===== config.mk =====
export PLATFORM = sky130hd
export DESIGN_NAME = bit_counter_column
export DESIGN_NICKNAME = d
export VERILOG_FILES = /design/src/rtl/bit_counter_column.sv
export SDC_FILE = /design/constraint.sdc
export NUM_CORES = 1
export LEC_CHECK = 0
export BUFFER_PORTS_ARGS = -buffer_cell sky130_fd_sc_hd__clkbuf_2
export CAP_MARGIN = 40
export CORE_MARGIN = 1.5
export CORE_UTILIZATION = 50
export CTS_BUF_LIST = sky130_fd_sc_hd__clkbuf_4 sky130_fd_sc_hd__clkbuf_8
export CTS_CLUSTER_SIZE = 8
export DETAILED_ROUTE_END_ITERATION = 10
export GPL_TIMING_DRIVEN = 0
export PLACE_DENSITY = 0.71
export SKIP_LAST_GASP = 1
export SLEW_MARGIN = 20
export SYNTH_ARGS = -nofsm -noshare
export SYNTH_HDL_FRONTEND = slang
export SYNTH_SLANG_ARGS = --single-unit

===== constraint.sdc =====
create_clock -name clk -period 3.1 [get_ports clk]
set_input_delay 0.31 -clock clk [delete_from_list [all_inputs] [get_ports clk]]
set_output_delay 0.31 -clock clk [all_outputs]
set_load 0.01 [all_outputs]

===== src/rtl/bit_counter_column.sv =====
// -----------------------------------------------------------------------------
// bit_counter_column
//
// A column of N stacked flip-bits wired as a ripple counter. Row 0 is the top
// row and the LSB. A ball enters at row 0, spends TRANSIT cycles on each row,
// and toggles that row's bit. It carries on downward while it meets 1-bits and
// leaves the column at the first 0-bit. A ball that carries out of row N-1
// overflows. The net effect of each ball is state = state + 1 (mod 2^N).
// An external gear pulse inverts the whole column. If the pulse arrives while
// a ball is rolling, the inversion is held back until the ball leaves.
//
// Parameters:
//   N        number of bit rows (1..16)
//   INIT     reset value of the bit column
//   TRANSIT  clock cycles a ball spends on each row (1..15)
//
// Ports:
//   clk         rising-edge clock
//   rst         synchronous, active-high reset
//   ball_in     one-cycle pulse: a ball arrives at row 0
//   gear_flip   one-cycle pulse: invert all N bits
//   ready       column empty; ball_in will be accepted
//   o_exit      one-cycle pulse: ball left the column at a 0-bit
//   o_row       row index of the last exit; holds until the next exit
//   o_overflow  one-cycle pulse: ball carried out of row N-1
//   o_jam       one-cycle pulse: ball_in dropped because the column was busy
//   state       current bit values (bit k = row k)
// -----------------------------------------------------------------------------
module bit_counter_column #(
    parameter int           N       = 4,
    parameter logic [N-1:0] INIT    = {N{1'b0}},
    parameter int           TRANSIT = 1
) (
    input  logic             clk,
    input  logic             rst,
    input  logic             ball_in,
    input  logic             gear_flip,
    output logic             ready,
    output logic             o_exit,
    output logic [$clog2(N):0] o_row,
    output logic             o_overflow,
    output logic             o_jam,
    output logic [N-1:0]     state
);

    localparam int ROW_W = $clog2(N) + 1;
    localparam int T_W   = 4;

    localparam logic [0:0] IDLE = 1'b0;
    localparam logic [0:0] ROLL = 1'b1;

    localparam logic [ROW_W-1:0] LAST_ROW     = ROW_W'(N - 1);
    localparam logic [T_W-1:0]   TRANSIT_LAST = T_W'(TRANSIT - 1);

    logic [0:0]       fsm_q,      fsm_d;
    logic [N-1:0]     state_q,    state_d;
    logic [ROW_W-1:0] r_q,        r_d;
    logic [T_W-1:0]   t_q,        t_d;
    logic             p_q,        p_d;
    logic             exit_q,     exit_d;
    logic             overflow_q, overflow_d;
    logic             jam_q,      jam_d;
    logic [ROW_W-1:0] row_q,      row_d;

    // Helpers for the row currently being resolved.
    logic [N-1:0] row_mask;
    logic         old_bit;
    logic         leaving;
    logic [N-1:0] toggled;

    // NOTE: every signal assigned in this block gets a default first, so no
    // path can leave it unassigned and infer a latch.
    always_comb begin
        fsm_d      = fsm_q;
        state_d    = state_q;
        r_d        = r_q;
        t_d        = t_q;
        p_d        = p_q;
        exit_d     = 1'b0;
        overflow_d = 1'b0;
        jam_d      = 1'b0;
        row_d      = row_q;

        // A one-hot mask avoids indexing state with a row counter that may be
        // wider than the bit range.
        row_mask = N'(1) << r_q;
        old_bit  = |(state_q & row_mask);
        toggled  = state_q ^ row_mask;
        leaving  = 1'b0;

        case (fsm_q)
            IDLE: begin
                // A flip in the same cycle as a ball lands first, so the ball
                // resolves against the inverted column.
                if (gear_flip) begin
                    state_d = ~state_q;
                end
                if (ball_in) begin
                    fsm_d = ROLL;
                    r_d   = '0;
                    t_d   = '0;
                end
            end

            ROLL: begin
                jam_d = ball_in;
                if (gear_flip) begin
                    p_d = 1'b1;
                end

                if (t_q == TRANSIT_LAST) begin
                    t_d     = '0;
                    state_d = toggled;
                    if (!old_bit) begin
                        exit_d  = 1'b1;
                        row_d   = r_q;
                        leaving = 1'b1;
                    end else if (r_q == LAST_ROW) begin
                        overflow_d = 1'b1;
                        leaving    = 1'b1;
                    end else begin
                        r_d = r_q + 1'b1;
                    end

                    // The deferred inversion lands after the row toggle. A
                    // gear pulse on this very edge merges with the pending one
                    // rather than being lost once the flag clears.
                    if (leaving) begin
                        fsm_d = IDLE;
                        p_d   = 1'b0;
                        if (p_q || gear_flip) begin
                            state_d = ~toggled;
                        end
                    end
                end else begin
                    t_d = t_q + 1'b1;
                end
            end

            default: begin
                fsm_d = IDLE;
            end
        endcase
    end

    // NOTE: state registers use non-blocking assignments so every flop samples
    // its pre-edge inputs, independent of statement order.
    always_ff @(posedge clk) begin
        if (rst) begin
            fsm_q      <= IDLE;
            state_q    <= INIT;
            r_q        <= '0;
            t_q        <= '0;
            p_q        <= 1'b0;
            exit_q     <= 1'b0;
            overflow_q <= 1'b0;
            jam_q      <= 1'b0;
            row_q      <= '0;
        end else begin
            fsm_q      <= fsm_d;
            state_q    <= state_d;
            r_q        <= r_d;
            t_q        <= t_d;
            p_q        <= p_d;
            exit_q     <= exit_d;
            overflow_q <= overflow_d;
            jam_q      <= jam_d;
            row_q      <= row_d;
        end
    end

    assign ready      = (fsm_q == IDLE);
    assign o_exit     = exit_q;
    assign o_row      = row_q;
    assign o_overflow = overflow_q;
    assign o_jam      = jam_q;
    assign state      = state_q;

endmodule


# Yosys cells after proc, flatten, opt, wreduce, memory -nomap -nowiden
# Cells that the tools add are included.
[totals]
out_inout_bits = 11
inputBits = 4
register_bits = 19
[classes]
eq_ne = 6
shift = 1
addsub = 2
muxes = 25
reduce_logical = 9
bitwise_logic = 7
[ops]
columns = ["op", "n"]
rows = [
  ["$mux W4", 6],
  ["$pmux W4 S2", 2],
  ["$mux W3", 4],
  ["$mux W1", 11],
  ["$not A4 Y4", 2],
  ["$reduce_or A4 Y1", 2],
  ["$ne A2 B2 Y1 const B", 3],
  ["$pmux W3 S2", 1],
  ["$add A4 B1 Y4 const B", 1],
  ["$and A4 B4 Y4", 1],
  ["$logic_not A4 Y1", 1],
  ["$ne A2 B1 Y1 const B", 2],
  ["$reduce_and A4 Y1", 1],
  ["$shl A1 B3 Y4 const A", 1],
  ["$xor A4 B4 Y4", 1],
  ["$add A3 B1 Y3 const B", 1],
  ["$eq A3 B2 Y1 const B", 1],
  ["$not A1 Y1", 3],
  ["$reduce_and A3 Y1", 1],
  ["$reduce_or A3 Y1", 1],
  ["$pmux W1 S2", 1],
  ["$reduce_and A2 Y1", 1],
  ["$reduce_or A2 Y1", 1],
  ["$logic_or A1 B1 Y1", 1],
]

# Logic depth before layout (Yosys ltp)
[logic_depth]
word_depth = 9
depth_mapped = 8
mapped_depth_nobuf = 8

# Least setup slack after synthesis
# OpenSTA, ideal clock, no wires.
[synth_path]
kind = "register to register"
startpoint = "register r_q[0]"
endpoint = "register state_q[0] (netlist: state[0])"
arrival_time_ps = 1881
setup_slack_ps = 1127
stages_incl_launch_ff = 9
period_less_slack_ps = 1973
setup_time_ps = 92
cell_sequence = "dfxtp_1 > inv_1 > ha_1 > nor2b_1 > ha_1 > nor4_4 > o22ai_2 > xor2_1 > o32ai_1"
[synth_via]
elab_chain_len = 9
word_cells_on_any_way = 14
cone_classes = "eq/ne: 1; shift: 1; mux: 8; bitwise: 3; reduce/logical: 1"
[synth_lines]
columns = ["element", "line_no", "rtl"]
rows = [
  ["start: declaration", "57", "logic [ROW_W-1:0] r_q, r_d;"],
  ["start signal: assignment", "162", "r_q <= r_d;"],
  ["$shl A1 B3 Y4", "86", "row_mask = N'(1) << r_q;"],
  ["$and A4 B4 Y4", "87", "old_bit = |(state_q & row_mask);"],
  ["$reduce_or A4 Y1", "87", ""],
  ["$mux W1", "114", "if (!old_bit) begin"],
  ["$mux W1", "111", "if (t_q == TRANSIT_LAST) begin"],
  ["$mux W1", "91", "case (fsm_q)"],
  ["$mux W4 (*)", "128", "if (leaving) begin"],
  ["$mux W4 (*)", "111", ""],
  ["$pmux W4 S2 (*)", "91", ""],
  ["end signal: assignment", "161", "state_q <= state_d;"],
  ["end: declaration", "56", "logic [N-1:0] state_q, state_d;"],
]
# Mark *: on every way between the ends. The rest lies on a longest branch, timed or not. The select of a mux whose other input is x is not followed.
# A chain may end at the register's enable or synchronous reset.

# Worst setup path in the final report
# Same ends and word-level chain as after synthesis.

==> flow_summary.yaml <==
run_status:
  outcome: "complete, no violations"
worst_setup_path:
  cp.required_ps: 3320
  cp_slowest_cell: "dfxtp_1"
  path_cells: "inv_1, ha_1, nor2b_1, ha_1, nor4_4, o22ai_2, xor2_1, o32ai_1"
  r2r-start: "r_q[0]$_SDFFE_PP0P_"
  worstSetupStartpointType: "flip-flop"
  cp_common_cell: "ha_1"
  critPathMaxFanout: 6
  worst-setup-path-type: "reg -> reg"
  cp_data_arrival_time_ps: 2440
  slowest_delay_ps: 450
  crit_start: "r_q[0]$_SDFFE_PP0P_"
  r2r_slack_ps: 880
  end_kind: "flip-flop"
timing:
  setup_tns_ps: 0
  clock_skew_ps: 2.41
  rsz0062_at_grt: "false"
  hold_violations: 0
  fin_ws_ps: 878
  max_slew_margin_pct: 69.9
  drv_slew: 0
  period_share_pct: 71.7
  setup_viol: 0
  tightest_slew_ps: 449
  clock.fmax_mhz: 450
  finalCriticalPeriod_ps: 2220
drt:
  routedWlPerCell_um: 11.3
  ant_nets: 0
  drc: 0
  routed_via_density: 5.20
  drt_iter0_drc: 16
  drt-total-wl_mm: 1.75
  vias: 801
  drt-pass1-iter-count: 4
synthesis:
  synthTopCellsByCount: "dfxtp_1, nor2_1, ha_1, inv_1, xnor2_1"
  synthesis.nets: 124
  synth_flop_cell: "dfxtp_1"
  yosysWarnings: 0
  synthArstFlopShare_pct: 0
  synth_top_area_share_pct: 37.6
  synth_edf_count: 0
  yosysMostFrequentCell: "dfxtp_1"
  synth.largest_area_cell: "dfxtp_1"
  yosys-top-cells-area: "dfxtp_1, ha_1, nor2_1"
  ys_ff_latch: 19
  synth_cell_types: 26
  synth_area_um2: 1010
  syn_inst: 109
  syn_avg_cell_area_um2: 9.29
  synth-seq-area-share_pct: 37.6
power_and_ir_drop:
  p_clk_share_pct: 24.7
  worst_ir_drop_vdd_mv: 0.347
  p_sw_uw: 166
  power.share.combinational_pct: 24.6
  p_sw_share_pct: 30.1
  p_int_uw: 386
  p_total_uw: 552
  power.share.sequential_pct: 50.7
  p_leak_uw: 0.000512
  power_density_nw_per_um2: 481
clocking:
  htree_levels: 1
  clk_latency_ps: 300
  clockBufferDepth: 2
  cts.sinks: 19
  ctsHoldBuffers: 0
  cts_buffers: 3
  post_cts_buffers: 0
  cts_root_buf: "clkbuf_4"
  post_cts_resized: 0
  cts_tree: "yes"
  cts.clk_slew.worst_paths_ps: 100
placement:
  place_congestion: 0.721
  hpwl_mm: 1.37
  port_buffers: 14
  dp_slack_ps: 901
  postPlaceCellArea_um2: 1120
finish:
  finish.instance_area_um2: 1150
  final_layout_size_suffix_gt1_share_pct: 18.1
  area_delta_synth_final_pct: 13.2
  fin_nets: 143
  n_antenna_cell: 0
  postLayoutCoreUtil_pct: 59.0
die:
  die-area_um2: 2300
  core.rowCount: 16
  pin_count: 15
  start_util_pct: 52.1
  core_um2: 1940
  dieHeight_um: 48.0
  die_w_um: 48.0
global_routing:
  grt_first_pass_wirelength_mm: 2.71
  grt_pass1_vias: 653
  track_usage_pct: 17.3
  antenna_found_initial: 0
  grt_max_degree: 11
  grt-ovfl-total: 0
worst_hold_path:
  min_from: "rst"
  hold_class: "in -> reg"
run:
  cap_violations: 0
-- cell usage in the layout, fill, tap and decap left out, drive strengths merged --
cell	count
nand3	2
ha	11
nor2	18
mux2i	3
o21bai	1
a21oi	5
o32ai	4
nor3	4
xor2	4
buf	1
a31oi	2
nand3b	1
nand2	4
and3	1
o22ai	1
nand4bb	1
nor2b	4
inv	7
mux2	2
xnor2	6
nor4b	1
nand2b	3
nor3b	1
clkbuf	20
dfxtp	19
nor4	1
-- logic make-up (layout without fill, tap and decap cells) --
group                    after synthesis  in the layout  share of synthesized area, %
AND/OR/NAND/NOR                       41             41                          22.1
adder cells (fa/ha/maj)               11             11                          13.6
multiplexers                           5              5                          5.19
flip-flops                            19             19                          37.6
XOR/XNOR                              10             10                          8.65
buffers and inverters                 10             28                          3.71
AO/OA/AOI/OAI                         13             13                          9.15
-- flip-flops by register name, indices dropped and copies added, names as in the netlist --
register,cells
t_q,4
o_jam,1
o_exit,1
r_q,3
state,4
o_row,3
o_overflow,1
p_q,1
fsm_q,1
-- final timing paths --
check	endpoint	depth (start not counted)
worst max-delay path	state[0]$_SDFFE_PP0P_	8
worst min-delay path	r_q[1]$_SDFFE_PP0P_	2
worst max register to register	state[0]$_SDFFE_PP0P_	8
worst min register to register	p_q$_SDFFE_PP0P_	2
-- layout make-up --
cell class              instances  area, µm²
fillers                       193        796
repair buffers                 14       70.1
multi-input cells              80        594
plain buffers                   3       11.3
flip-flops and latches         19        380
clock buffers                   4       30.0
inverters                       7       26.3
well taps                      27       33.8
-- worst max-delay path, delay by kind of cell, from the launching register on --
kind,cells,cell delay (ps)
and+or+nand+nor,2,540
DFF,1,450
AOI/OAI and AO/OA,2,450
adders and majority gates,2,410
xor gates and xnor gates,1,190
buffers and inverters,1,90
-- per-layer routing --
layer / vias to the layer above / GRT usage, % / part of all wire (%)
li1: 410 / - / -
met1: 374 / 20.5 / 48
met2: 13 / 29.9 / 49
met3: 4 / 3.40 / 2.1
met4: 0 / 8.11 / 1.6
met5: - / 0 / 0
-- power by group through the flow --
stage | registers (µW) | logic, µW | clock network (µW)
finish | 280 | 136 | 136
global route | 283 | 151 | 151
CTS | 280 | 139 | 139
detailed placement | 286 | 138 | 0
global placement | 284 | 134 | 0
floorplan | 289 | 97.4 | 0
-- per-stage QoR --
stage | hold slack, ps | instances
floorplan | 379 | 109
global placement | 469 | 150
global route | 202 | 154
CTS | 201 | 154
detailed placement | 478 | 150
finish | 206 | 154
No activity file was read; power rests on OpenSTA's default activity.
